`config.mk`:
```
export PLATFORM = sky130hd
export DESIGN_NAME = branch_predict_unit_flat
export DESIGN_NICKNAME = d
export VERILOG_FILES = /design/src/rtl/branch_predict_unit_pkg.sv /design/src/rtl/branch_predict_unit_if.sv /design/src/rtl/branch_predict_unit_btb_ram.sv /design/src/rtl/branch_predict_unit.sv /design/src/flat_wrapper.sv
export SDC_FILE = /design/constraint.sdc
export NUM_CORES = 1
export LEC_CHECK = 0
export ABC_AREA = 1
export BUFFER_PORTS_ARGS = -buffer_cell sky130_fd_sc_hd__buf_2
export CORE_MARGIN = 5
export CORE_UTILIZATION = 40
export CTS_CLUSTER_DIAMETER = 30
export DETAILED_ROUTE_END_ITERATION = 10
export PLACE_DENSITY = 0.57
export SETUP_SLACK_MARGIN = 0.5
export SYNTH_ARGS = -nofsm -noshare
export SYNTH_HDL_FRONTEND = slang
export SYNTH_SLANG_ARGS = --single-unit
```
`constraint.sdc`:
```
create_clock -name clk -period 12.7 [get_ports clk]
set_clock_uncertainty 0.2 [all_clocks]
set_input_delay 1.905 -clock clk [delete_from_list [all_inputs] [get_ports clk]]
set_output_delay 1.905 -clock clk [all_outputs]
set_load 0.1 [all_outputs]
```
`src/rtl/branch_predict_unit_pkg.sv`:
```
// Shared definitions for the branch predict unit: TSC opcode fields, BTB counter
// encodings and the control-class decode used by resolve and update.
package branch_predict_unit_pkg;

  typedef enum logic [1:0] {
    SNT = 2'd0,
    WNT = 2'd1,
    WT  = 2'd2,
    ST  = 2'd3
  } ctr_e;

  typedef enum logic [2:0] {
    CTRL_NONE,
    CTRL_BRANCH,
    CTRL_JUMP,
    CTRL_JUMPREG,
    CTRL_HALT
  } ctrl_e;

  localparam logic [3:0] OP_BNE = 4'd0;
  localparam logic [3:0] OP_BEQ = 4'd1;
  localparam logic [3:0] OP_BGZ = 4'd2;
  localparam logic [3:0] OP_BLZ = 4'd3;
  localparam logic [3:0] OP_JMP = 4'd9;
  localparam logic [3:0] OP_JAL = 4'd10;
  localparam logic [3:0] OP_RRR = 4'd15;

  localparam logic [5:0] FN_JPR = 6'd25;
  localparam logic [5:0] FN_JRL = 6'd26;
  localparam logic [5:0] FN_HLT = 6'd29;

  function automatic ctrl_e ctrl_class(input logic [3:0] op, input logic [5:0] fn);
    ctrl_e cls;
    cls = CTRL_NONE;
    if (op == OP_RRR) begin
      if (fn == FN_JPR || fn == FN_JRL) cls = CTRL_JUMPREG;
      else if (fn == FN_HLT)            cls = CTRL_HALT;
    end else if (op == OP_BNE || op == OP_BEQ || op == OP_BGZ || op == OP_BLZ) begin
      cls = CTRL_BRANCH;
    end else if (op == OP_JMP || op == OP_JAL) begin
      cls = CTRL_JUMP;
    end
    return cls;
  endfunction

  function automatic logic ctr_predicts_taken(input ctr_e c);
    return (c == WT) || (c == ST);
  endfunction

endpackage

```
`src/rtl/branch_predict_unit_if.sv`:
```
// IF/EX-facing signal bundle of the branch predict unit. The pipeline drives
// through the master modport; the predictor consumes the slave modport.
interface branch_predict_unit_if #(
  parameter int WORD_SIZE = 16,
  parameter int STAT_W    = 16
);
  logic [WORD_SIZE-1:0] if_pc;
  logic [WORD_SIZE-1:0] if_pred_pc;
  logic                 ex_valid;
  logic                 ex_stall;
  logic [WORD_SIZE-1:0] ex_pc;
  logic [WORD_SIZE-1:0] ex_inst;
  logic [WORD_SIZE-1:0] ex_a;
  logic [WORD_SIZE-1:0] ex_b;
  logic [WORD_SIZE-1:0] ex_pred_pc;
  logic [WORD_SIZE-1:0] ex_real_pc;
  logic                 ex_mispredict;
  logic [STAT_W-1:0]    stat_ctrl;
  logic [STAT_W-1:0]    stat_miss;

  modport master (
    output if_pc, ex_valid, ex_stall, ex_pc, ex_inst, ex_a, ex_b, ex_pred_pc,
    input  if_pred_pc, ex_real_pc, ex_mispredict, stat_ctrl, stat_miss
  );

  modport slave (
    input  if_pc, ex_valid, ex_stall, ex_pc, ex_inst, ex_a, ex_b, ex_pred_pc,
    output if_pred_pc, ex_real_pc, ex_mispredict, stat_ctrl, stat_miss
  );
endinterface

```
`src/rtl/branch_predict_unit_btb_ram.sv`:
```
// Direct-mapped BTB entry array: combinational lookup read port for IF, and a
// read/write update port for EX. Sync reset clears valid bits and counters.
module bpu_btb_ram
  import branch_predict_unit_pkg::*;
#(
  parameter int IDX_BITS = 4,
  parameter int TAG_W    = 12,
  parameter int TGT_W    = 16
) (
  input  logic                clk,
  input  logic                reset,
  input  logic [IDX_BITS-1:0] lk_idx,
  output logic                lk_valid,
  output logic [TAG_W-1:0]    lk_tag,
  output logic [TGT_W-1:0]    lk_target,
  output ctr_e                lk_ctr,
  input  logic [IDX_BITS-1:0] up_idx,
  output logic                up_valid,
  output logic [TAG_W-1:0]    up_tag,
  output logic [TGT_W-1:0]    up_target,
  output ctr_e                up_ctr,
  input  logic                wr_en,
  input  logic                wr_valid,
  input  logic [TAG_W-1:0]    wr_tag,
  input  logic [TGT_W-1:0]    wr_target,
  input  ctr_e                wr_ctr
);
  localparam int ENTRIES = 1 << IDX_BITS;

  logic             valid_q  [ENTRIES];
  ctr_e             ctr_q    [ENTRIES];
  logic [TAG_W-1:0] tag_q    [ENTRIES];
  logic [TGT_W-1:0] target_q [ENTRIES];

  // Reads are pre-update: a same-cycle write becomes visible next cycle.
  assign lk_valid  = valid_q[lk_idx];
  assign lk_tag    = tag_q[lk_idx];
  assign lk_target = target_q[lk_idx];
  assign lk_ctr    = ctr_q[lk_idx];

  assign up_valid  = valid_q[up_idx];
  assign up_tag    = tag_q[up_idx];
  assign up_target = target_q[up_idx];
  assign up_ctr    = ctr_q[up_idx];

  always_ff @(posedge clk) begin
    if (reset) begin
      for (int i = 0; i < ENTRIES; i++) begin
        valid_q[i] <= 1'b0;
        ctr_q[i]   <= WNT;
      end
    end else if (wr_en) begin
      valid_q[up_idx] <= wr_valid;
      ctr_q[up_idx]   <= wr_ctr;
    end
  end

  // Tag/target carry no reset; a cleared valid bit hides them.
  always_ff @(posedge clk) begin
    if (wr_en && !reset) begin
      tag_q[up_idx]    <= wr_tag;
      target_q[up_idx] <= wr_target;
    end
  end
endmodule

```
`src/rtl/branch_predict_unit.sv`:
```
// EX-stage next-PC resolver with a direct-mapped BTB feeding IF predictions.
// Optional performance counters are built when BPU_STATS_EN is defined.
module branch_predict_unit
  import branch_predict_unit_pkg::*;
#(
  parameter int WORD_SIZE = 16,
  parameter int IDX_BITS  = 4,
  parameter int STAT_W    = 16
) (
  input logic                 clk,
  input logic                 reset,
  branch_predict_unit_if.slave bpu
);
  localparam int TAG_W = WORD_SIZE - IDX_BITS;
  localparam logic signed [WORD_SIZE-1:0] ZERO_S = '0;

  function automatic ctr_e sat_inc(input ctr_e c);
    case (c)
      SNT:     return WNT;
      WNT:     return WT;
      default: return ST;
    endcase
  endfunction

  function automatic ctr_e sat_dec(input ctr_e c);
    case (c)
      ST:      return WT;
      WT:      return WNT;
      default: return SNT;
    endcase
  endfunction

  logic                 lk_valid, up_valid;
  logic [TAG_W-1:0]     lk_tag, up_tag;
  logic [WORD_SIZE-1:0] lk_target, up_target;
  ctr_e                 lk_ctr, up_ctr;

  logic                 wr_en, wr_valid;
  logic [WORD_SIZE-1:0] wr_target;
  ctr_e                 wr_ctr;

  logic [3:0]           op;
  logic [5:0]           fn;
  ctrl_e                cls;
  logic signed [WORD_SIZE-1:0] a_s;
  logic [WORD_SIZE-1:0] pc_inc, br_off;
  logic                 br_taken, lk_hit, up_hit, upd_en;
  logic [WORD_SIZE-1:0] real_pc;

  bpu_btb_ram #(
    .IDX_BITS (IDX_BITS),
    .TAG_W    (TAG_W),
    .TGT_W    (WORD_SIZE)
  ) u_btb (
    .clk       (clk),
    .reset     (reset),
    .lk_idx    (bpu.if_pc[IDX_BITS-1:0]),
    .lk_valid  (lk_valid),
    .lk_tag    (lk_tag),
    .lk_target (lk_target),
    .lk_ctr    (lk_ctr),
    .up_idx    (bpu.ex_pc[IDX_BITS-1:0]),
    .up_valid  (up_valid),
    .up_tag    (up_tag),
    .up_target (up_target),
    .up_ctr    (up_ctr),
    .wr_en     (wr_en),
    .wr_valid  (wr_valid),
    .wr_tag    (bpu.ex_pc[WORD_SIZE-1:IDX_BITS]),
    .wr_target (wr_target),
    .wr_ctr    (wr_ctr)
  );

  // IF lookup
  assign lk_hit = lk_valid && (lk_tag == bpu.if_pc[WORD_SIZE-1:IDX_BITS]);
  assign bpu.if_pred_pc = (lk_hit && ctr_predicts_taken(lk_ctr)) ? lk_target
                                                                  : bpu.if_pc + WORD_SIZE'(1);

  // EX resolve
  assign op     = bpu.ex_inst[WORD_SIZE-1 -: 4];
  assign fn     = bpu.ex_inst[5:0];
  assign cls    = ctrl_class(op, fn);
  assign a_s    = bpu.ex_a;
  assign pc_inc = bpu.ex_pc + WORD_SIZE'(1);
  assign br_off = {{(WORD_SIZE-8){bpu.ex_inst[7]}}, bpu.ex_inst[7:0]};

  always_comb begin
    br_taken = 1'b0;
    case (op)
      OP_BNE:  br_taken = (bpu.ex_a != bpu.ex_b);
      OP_BEQ:  br_taken = (bpu.ex_a == bpu.ex_b);
      OP_BGZ:  br_taken = (a_s > ZERO_S);
      OP_BLZ:  br_taken = bpu.ex_a[WORD_SIZE-1];
      default: br_taken = 1'b0;
    endcase
  end

  always_comb begin
    real_pc = pc_inc;
    case (cls)
      CTRL_BRANCH:  real_pc = br_taken ? pc_inc + br_off : pc_inc;
      CTRL_JUMP:    real_pc = {bpu.ex_pc[WORD_SIZE-1:12], bpu.ex_inst[11:0]};
      CTRL_JUMPREG: real_pc = bpu.ex_a;
      CTRL_HALT:    real_pc = bpu.ex_pc;
      default:      real_pc = pc_inc;
    endcase
  end

  assign bpu.ex_real_pc    = real_pc;
  assign bpu.ex_mispredict = bpu.ex_valid && (cls != CTRL_HALT) && (real_pc != bpu.ex_pred_pc);

  // BTB update policy; reset priority is enforced inside the array
  assign upd_en = bpu.ex_valid && !bpu.ex_stall;
  assign up_hit = up_valid && (up_tag == bpu.ex_pc[WORD_SIZE-1:IDX_BITS]);

  always_comb begin
    wr_en     = 1'b0;
    wr_valid  = 1'b1;
    wr_target = real_pc;
    wr_ctr    = up_ctr;
    case (cls)
      CTRL_BRANCH: begin
        if (br_taken) begin
          wr_en  = upd_en;
          wr_ctr = up_hit ? sat_inc(up_ctr) : WT;
        end else if (up_hit) begin
          wr_en     = upd_en;
          wr_target = up_target;
          wr_ctr    = sat_dec(up_ctr);
        end
      end
      CTRL_JUMP, CTRL_JUMPREG: begin
        wr_en  = upd_en;
        wr_ctr = ST;
      end
      CTRL_NONE: begin
        // A non-control instruction aliasing a live entry means the entry is stale.
        if (up_hit) begin
          wr_en     = upd_en;
          wr_valid  = 1'b0;
          wr_target = up_target;
        end
      end
      default: wr_en = 1'b0;
    endcase
  end

`ifdef BPU_STATS_EN
  logic              is_ctrl;
  logic [STAT_W-1:0] stat_ctrl_q, stat_miss_q;

  assign is_ctrl = (cls == CTRL_BRANCH) || (cls == CTRL_JUMP) || (cls == CTRL_JUMPREG);

  always_ff @(posedge clk) begin
    if (reset) begin
      stat_ctrl_q <= '0;
      stat_miss_q <= '0;
    end else if (upd_en && is_ctrl) begin
      if (~&stat_ctrl_q) stat_ctrl_q <= stat_ctrl_q + STAT_W'(1);
      if (bpu.ex_mispredict && ~&stat_miss_q) stat_miss_q <= stat_miss_q + STAT_W'(1);
    end
  end

  assign bpu.stat_ctrl = stat_ctrl_q;
  assign bpu.stat_miss = stat_miss_q;
`else
  assign bpu.stat_ctrl = '0;
  assign bpu.stat_miss = '0;
`endif

endmodule

```
`src/flat_wrapper.sv`:
```
// flat-port wrapper written by rule: the top's interface ports become plain ports
module branch_predict_unit_flat import branch_predict_unit_pkg::*;
#(
  parameter int WORD_SIZE = 16,
  parameter int IDX_BITS  = 4,
  parameter int STAT_W    = 16
)
  (clk, reset, bpu_if_pc, bpu_ex_valid, bpu_ex_stall, bpu_ex_pc, bpu_ex_inst, bpu_ex_a, bpu_ex_b, bpu_ex_pred_pc, bpu_if_pred_pc, bpu_ex_real_pc, bpu_ex_mispredict, bpu_stat_ctrl, bpu_stat_miss);
  branch_predict_unit_if #(.WORD_SIZE(WORD_SIZE), .STAT_W(STAT_W)) bpu_i ();
  input logic clk;
  input logic reset;
  input wire logic [$bits(bpu_i.if_pc)-1:0] bpu_if_pc;
  input wire logic [$bits(bpu_i.ex_valid)-1:0] bpu_ex_valid;
  input wire logic [$bits(bpu_i.ex_stall)-1:0] bpu_ex_stall;
  input wire logic [$bits(bpu_i.ex_pc)-1:0] bpu_ex_pc;
  input wire logic [$bits(bpu_i.ex_inst)-1:0] bpu_ex_inst;
  input wire logic [$bits(bpu_i.ex_a)-1:0] bpu_ex_a;
  input wire logic [$bits(bpu_i.ex_b)-1:0] bpu_ex_b;
  input wire logic [$bits(bpu_i.ex_pred_pc)-1:0] bpu_ex_pred_pc;
  output wire logic [$bits(bpu_i.if_pred_pc)-1:0] bpu_if_pred_pc;
  output wire logic [$bits(bpu_i.ex_real_pc)-1:0] bpu_ex_real_pc;
  output wire logic [$bits(bpu_i.ex_mispredict)-1:0] bpu_ex_mispredict;
  output wire logic [$bits(bpu_i.stat_ctrl)-1:0] bpu_stat_ctrl;
  output wire logic [$bits(bpu_i.stat_miss)-1:0] bpu_stat_miss;
  assign bpu_i.if_pc = bpu_if_pc;
  assign bpu_i.ex_valid = bpu_ex_valid;
  assign bpu_i.ex_stall = bpu_ex_stall;
  assign bpu_i.ex_pc = bpu_ex_pc;
  assign bpu_i.ex_inst = bpu_ex_inst;
  assign bpu_i.ex_a = bpu_ex_a;
  assign bpu_i.ex_b = bpu_ex_b;
  assign bpu_i.ex_pred_pc = bpu_ex_pred_pc;
  assign bpu_if_pred_pc = bpu_i.if_pred_pc;
  assign bpu_ex_real_pc = bpu_i.ex_real_pc;
  assign bpu_ex_mispredict = bpu_i.ex_mispredict;
  assign bpu_stat_ctrl = bpu_i.stat_ctrl;
  assign bpu_stat_miss = bpu_i.stat_miss;
  branch_predict_unit #(.WORD_SIZE(WORD_SIZE), .IDX_BITS(IDX_BITS), .STAT_W(STAT_W)) u_core (.clk(clk), .reset(reset), .bpu(bpu_i));
endmodule
```
==> results.sh, run 1 <==
export IMPL_outcome="finished clean"
export IMPL_async_reset_ff_share_pct=0
export IMPL_portBuffers=132
export IMPL_rows=98
export IMPL_clock_latency_ns=0.66
export IMPL_ys_ff_latch=496
export IMPL_switching_share_pct=26.4
export IMPL_holdPathStages=6
export IMPL_cts_tree="yes"
export IMPL_setup_viol=0
export IMPL_setup_slack_ns=4.02
export IMPL_viasPerCell=5.53
export IMPL_fin_area_sq_um=33800
export IMPL_clock_sinks=496
export IMPL_syn_area_per_cell_sq_um=8.31
export IMPL_ys_types=45
export IMPL_synth_flop_cell="edfxtp_1"
export IMPL_critical_path_class="primary input to output pin"
export IMPL_track_usage_pct=25.8
export IMPL_start_util_pct=40.3
export IMPL_slowest_delay_ns=0.86
export IMPL_critPathTopFamily="buffers and inverters"
export IMPL_r2r_start="u_core.u_btb.tag_q[13][4]"
export IMPL_fmax_ghz=0.115
export IMPL_vias=25300
export IMPL_worstSetupStartpointType="primary input"
export IMPL_cts_root_buf="clkbuf_16"
export IMPL_ctsResizeCount=0
export IMPL_placed_cell_area_sq_um=29900
export IMPL_drtIter0Drc=2961
export IMPL_layout_commonest_cell="nand2_1"
export IMPL_period_share_pct=68.3
export IMPL_grt_overflow=0
export IMPL_p_seq_share_pct=33.7
export IMPL_hpwl_mm=62.7
export IMPL_p_sw_mw=1.45
export IMPL_critPathBufInv=5
export IMPL_cp_depth=11
export IMPL_crit_chain="buf_8 -> buf_4 -> buf_4 -> buf_4 -> a21oi_1 -> o21ai_0 -> o21ai_0 -> o211a_1 -> a221oi_1 -> o21ai_0 -> buf_2"
export IMPL_cts_setup_buffers=0
export IMPL_rr_worst_depth=19
export IMPL_die_w_um=278
export IMPL_die_h_um=278
export IMPL_hp_start="u_core.u_btb.ctr_q[12][0]"
export IMPL_p_clk_share_pct=54.2
export IMPL_combPwrFrac_pct=12.1
export IMPL_drtPass1Iterations=6
export IMPL_internal_power_mw=4.03
export IMPL_r2r_end="u_core.u_btb.tag_q[14][4]"
export IMPL_leakage_nw=13.8
export IMPL_drive_gt1_share_pct=10.9
export IMPL_slew_headroom_pct=19.0
export IMPL_fp_coreArea_sq_um=71400
export IMPL_cp_end_kind="output pin"
export IMPL_cts_clk_slew_worst_paths_ns=0.04
export IMPL_insertedDiodeCount=0
export IMPL_peakVddDrop_uv=106
export IMPL_grt_antenna_before_repair=2
export IMPL_htree_levels=3
export IMPL_utilization_pct=47.4
export IMPL_mostFrequentLayoutCells="nand2_1 (762), edfxtp_1 (496), o21ai_0 (478)"
export IMPL_drc=0
export IMPL_slowest_stage="a221oi_1"
export IMPL_syn2layout_area_growth_pct=17.6
export IMPL_totalPowerFinal_mw=5.48
export IMPL_fillers=6893
export IMPL_period_needed_ns=8.68
export IMPL_holdCritPathClass="flip-flop to flip-flop"
export IMPL_synth_edff_count=496
export IMPL_nets=3658
export IMPL_post_place_ws_ns=4.22
export IMPL_regArea_sq_um=14900
export IMPL_final_hold_viol_count=0
export IMPL_crit_fanout=90
export IMPL_num_io_pins=165
export IMPL_syn_cell_area_sq_um=28800
export IMPL_yosysSeqAreaShare_pct=51.8
export IMPL_worst_endpoint_required_ns=10.60
export IMPL_power_density_nw_per_um2=162
export IMPL_setup_tns_final_ns=0
export IMPL_gp_congestion=0.928
export IMPL_syn_inst=3462
export IMPL_ant_nets=0
export IMPL_wl_mm=104
export IMPL_yosys_warnings=0
export IMPL_r2r_slack_ns=8.01
export IMPL_cts_hold_buf=0
export IMPL_cts_made_buffers=110
export IMPL_clockBufferDepth=3
export IMPL_cap_violations=0
export IMPL_grt_max_degree=130
export IMPL_holdPathEnd="u_core.u_btb.ctr_q[15][0]"
export IMPL_wire_per_inst_um=22.7
export IMPL_first_global_vias=23900
export IMPL_multi_input_area_sq_um=11500
export IMPL_rsz0062_at_grt="no"
export IMPL_dieArea_sq_um=77400
export IMPL_drv_slew=0
export IMPL_worstMarginPinSlew_ns=1.21
export IMPL_grt_first_pass_wirelength_mm=152
export IMPL_worst_ep_arrival_time_ns=6.57
-- synth_stat cells, types with 4 or more instances --
cell type / number / area, sq um
a32o_1: 5 / 50.1
o21ai_0: 478 / 2390
nand3b_1: 24 / 180
nor2_1: 355 / 1330
nand2_1: 762 / 2860
or2_2: 4 / 25.0
o21ai_1: 22 / 110
xnor2_1: 7 / 61.3
nor2_2: 7 / 43.8
buf_2: 56 / 280
buf_4: 37 / 278
o221ai_1: 12 / 105
xor2_1: 27 / 236
a221oi_1: 7 / 61.3
o211a_1: 4 / 40.0
edfxtp_1: 496 / 14900
nor3_1: 6 / 30.0
ha_1: 23 / 288
clkbuf_1: 116 / 435
nand3_1: 208 / 1040
o211ai_1: 72 / 541
clkinv_1: 6 / 22.5
buf_1: 23 / 86.3
a31oi_1: 4 / 25.0
buf_6: 10 / 113
nand4_2: 9 / 113
inv_1: 326 / 1220
nand4_1: 26 / 163
inv_2: 10 / 37.5
o22ai_1: 9 / 56.3
a21oi_1: 291 / 1460
-- kinds of logic after synthesis --
| logic type | after synthesis | synth area share (%) |
|---|---|---|
| buffers and inverters | 586 | 8.64 |
| AO/OA/AOI/OAI | 914 | 17.2 |
| flip-flops | 496 | 51.8 |
| AND/OR/NAND/NOR | 1407 | 20.3 |
| XOR/XNOR | 34 | 1.04 |
| other | 1 | 0.0130 |
| adder cells (fa/ha/maj) | 24 | 1.07 |
-- state kept, by name, summed over array words and instances, names as in the netlist --
name and flops:
u_core.u_btb.target_q 256, u_core.u_btb.tag_q 192, u_core.u_btb.ctr_q 32, u_core.u_btb.valid_q 16
-- layout make-up --
cell class / instances / area share, %
Multi-Input combinational cell: 2411 / 34.1
Clock inverter: 88 / 3.21
Sequential cell: 496 / 44.1
Clock buffer: 119 / 8.37
Inverter: 343 / 3.83
Timing Repair Buffer: 172 / 2.94
Tap cell: 950 / 3.52
-- layer usage --
layer / vias to the layer above / track usage, % / wire length, um
met5: - / 0 / 27
met4: 4 / 9.75 / 4330
met3: 223 / 4.06 / 8120
met2: 1134 / 43.1 / 49300
met1: 12000 / 34.0 / 42000
li1: 12000 / - / -
-- worst min-delay path: cells and delay by family (launching register included) --
family,cells,cell delay (ns)
flops,1,0.31
simple gates,4,0.39
compound gates,2,0.32
-- metrics by stage --
stage | hold slack, ns | instances
after global routing | 0.989 | 4579
after floorplan | 0.683 | 3493
after CTS | 0.913 | 4579
after global placement | 0.897 | 4372
final | 0.928 | 4579
after detailed placement | 0.908 | 4372
-- worst max path at each step --
| stage | start | end | slack, ns |
|---|---|---|---|
| 2_1_floorplan | bpu_ex_pc[0] | bpu_ex_mispredict | 3.78 |
| 3_3_place_gp | bpu_if_pc[0] | bpu_if_pred_pc[5] | 4.25 |
| 3_5_place_dp | bpu_if_pc[0] | bpu_if_pred_pc[5] | 4.22 |
| 4_1_cts | bpu_if_pc[0] | bpu_if_pred_pc[5] | 4.20 |
| 5_1_grt | bpu_ex_pc[0] | bpu_ex_mispredict | 3.72 |
| 6_report | bpu_if_pc[0] | bpu_if_pred_pc[5] | 4.02 |
-- power by group through the flow --
stage | Sequential, mW | Combinational [mW] | Clock [mW]
final | 1.85 | 0.661 | 2.97
after global routing | 1.85 | 0.710 | 3.09
after CTS | 1.85 | 0.654 | 2.99
after detailed placement | 1.88 | 0.651 | 0
after global placement | 1.88 | 0.651 | 0
after floorplan | 1.87 | 0.452 | 0
Note: power is estimated with default switching activity, not from simulation.
==> inputs of run 2 (changes only) <==
==> constraint.sdc (replaced) <==
create_clock -name clk -period 8.5 [get_ports clk]
set_clock_uncertainty 0.2 [all_clocks]
set_input_delay 1.275 -clock clk [delete_from_list [all_inputs] [get_ports clk]]
set_output_delay 1.275 -clock clk [all_outputs]
set_load 0.1 [all_outputs]
==> run 2 against run 1 <==
Routed wire length up 0.18%. Combinational power increased by 50%. Clock-buffer cell count grew 2. Worst setup slack worse by 2.5 ns. First-iteration DRC count fell by 11%. Total power rose by 51%. Core utilization up 0.31 points. Sequential power grew 49%.
==> results.sh, run 2 (synthesis gave the netlist of run 1 again) <==
export IMPL_outcome="finished clean"
export IMPL_portBuffers=132
export IMPL_utilization_pct=47.7
export IMPL_r2r_end="u_core.u_btb.target_q[14][12]"
export IMPL_r2r_slack_ns=4.02
export IMPL_holdPathStages=1
export IMPL_track_usage_pct=25.7
export IMPL_syn2layout_area_growth_pct=18.3
export IMPL_grt_antenna_before_repair=3
export IMPL_clock_latency_ns=0.66
export IMPL_rr_worst_depth=19
export IMPL_cap_violations=0
export IMPL_hp_start="bpu_ex_pc[15]"
export IMPL_period_needed_ns=6.99
export IMPL_worstSetupStartpointType="primary input"
export IMPL_holdCritPathClass="primary input to flip-flop"
export IMPL_first_global_vias=23800
export IMPL_period_share_pct=82.3
export IMPL_worst_endpoint_required_ns=7.03
export IMPL_die_h_um=278
export IMPL_htree_levels=3
export IMPL_fmax_ghz=0.143
export IMPL_cts_made_buffers=110
export IMPL_wl_mm=104
export IMPL_power_density_nw_per_um2=243
export IMPL_drtIter0Drc=2647
export IMPL_critical_path_class="primary input to output pin"
export IMPL_cts_hold_buf=0
export IMPL_drive_gt1_share_pct=11.4
export IMPL_multi_input_area_sq_um=11500
export IMPL_hpwl_mm=66.6
export IMPL_leakage_nw=13.9
export IMPL_reg_top3="u_core.u_btb.target_q x256, u_core.u_btb.tag_q x192, u_core.u_btb.ctr_q x32"
export IMPL_cts_tree="yes"
export IMPL_totalPowerFinal_mw=8.27
export IMPL_setup_tns_final_ns=0
export IMPL_ctsResizeCount=0
export IMPL_start_util_pct=40.3
export IMPL_drv_slew=0
export IMPL_r2r_start="u_core.u_btb.tag_q[5][4]"
export IMPL_crit_fanout=65
export IMPL_nets=3675
export IMPL_vias=25400
export IMPL_grt_overflow=0
export IMPL_worst_ep_arrival_time_ns=5.52
export IMPL_clock_sinks=496
export IMPL_cts_setup_buffers=0
export IMPL_crit_top_cell="nand2_1"
export IMPL_fillers=6856
export IMPL_slowest_delay_ns=0.45
export IMPL_regArea_sq_um=14900
export IMPL_die_w_um=278
export IMPL_viasPerCell=5.54
export IMPL_fp_coreArea_sq_um=71400
export IMPL_setup_viol=0
export IMPL_cts_root_buf="clkbuf_16"
export IMPL_cp_end_kind="output pin"
export IMPL_slowest_stage="ha_1"
export IMPL_layout_commonest_cell="nand2_1"
export IMPL_worstMarginPinSlew_ns=1.15
export IMPL_largest_register_ffs=256
export IMPL_rows=98
export IMPL_cts_clk_slew_worst_paths_ns=0.05
export IMPL_drtPass1Iterations=6
export IMPL_dieArea_sq_um=77400
export IMPL_num_io_pins=165
export IMPL_regMostFlops="u_core.u_btb.target_q"
export IMPL_final_hold_viol_count=0
export IMPL_gp_congestion=0.936
export IMPL_holdPathEnd="u_core.u_btb.tag_q[9][11]"
export IMPL_peakVddDrop_uv=187
export IMPL_drc=0
export IMPL_slew_headroom_pct=23.5
export IMPL_grt_first_pass_wirelength_mm=152
export IMPL_ant_nets=0
export IMPL_wire_per_inst_um=22.6
export IMPL_clockBufferDepth=3
export IMPL_grt_max_degree=109
export IMPL_mostFrequentLayoutCells="nand2_1 (762), edfxtp_1 (496), o21ai_0 (478)"
export IMPL_rsz0062_at_grt="no"
## run 2: cell count changes in the layout (fill, tap and decap cells not counted), sizes merged
cell,previous run,this run
inv,341,343
diode,0,1
clkbuf,119,121
buf,172,189
bufinv,22,24
clkinv,60,49
clkinvlp,8,12
## run 2: through the flow
step	hold slack, ns	instance area, sq um	worst slack (ns)	instances
after CTS	0.850	34000	1.56	4595
after global routing	0.871	34000	1.13	4596
final	0.881	34000	1.51	4596
after global placement	0.919	30100	1.64	4389
after detailed placement	0.930	30100	1.57	4389
after floorplan	0.683	28900	0.837	3493
## run 2: per-layer routing
| layer | global-route usage [%] | vias to the layer above | share of wire [%] |
|---|---|---|---|
| met4 | 8.79 | 2 | 3.3 |
| met3 | 3.83 | 184 | 7.6 |
| met5 | 0 | - | 0.012 |
| met1 | 34.7 | 12100 | 41 |
| met2 | 42.8 | 1133 | 48 |
| li1 | - | 12000 | - |
## run 2: worst max-delay path: cells and delay by family
kind,cells,cell delay [ns]
and+or+nand+nor,19,1.77
buffers and inverters,5,0.94
adders and majority gates,2,0.78
AOI/OAI and AO/OA,2,0.33
xor gates and xnor gates,1,0.29
## run 2: worst max-delay path by stage
stage	cells past startpoint	slack [ns]	endpoint	start
final	29	1.51	bpu_ex_mispredict	bpu_ex_pc[1]
after global routing	29	1.13	bpu_ex_mispredict	bpu_ex_pc[1]
after CTS	29	1.56	bpu_ex_mispredict	bpu_ex_pc[1]
after detailed placement	29	1.57	bpu_ex_mispredict	bpu_ex_pc[1]
after global placement	29	1.64	bpu_ex_mispredict	bpu_ex_pc[1]
after floorplan	26	0.84	bpu_ex_mispredict	bpu_ex_pc[0]
## run 2: report_power, final
group / internal, mW / switching [mW]
clock: 3.11 / 1.41
combinational: 0.217 / 0.776
sequential: 2.76 / 0.00479
## run 2: cell type report
| type | count | area share (%) |
|---|---|---|
| Multi-Input combinational cell | 2411 | 33.9 |
| Tap cell | 950 | 3.49 |
| Clock inverter | 85 | 3.39 |
| Sequential cell | 496 | 43.8 |
| Timing Repair Buffer | 189 | 3.40 |
| Clock buffer | 121 | 8.27 |
| Antenna cell | 1 | 0.00735 |
| Inverter | 343 | 3.80 |
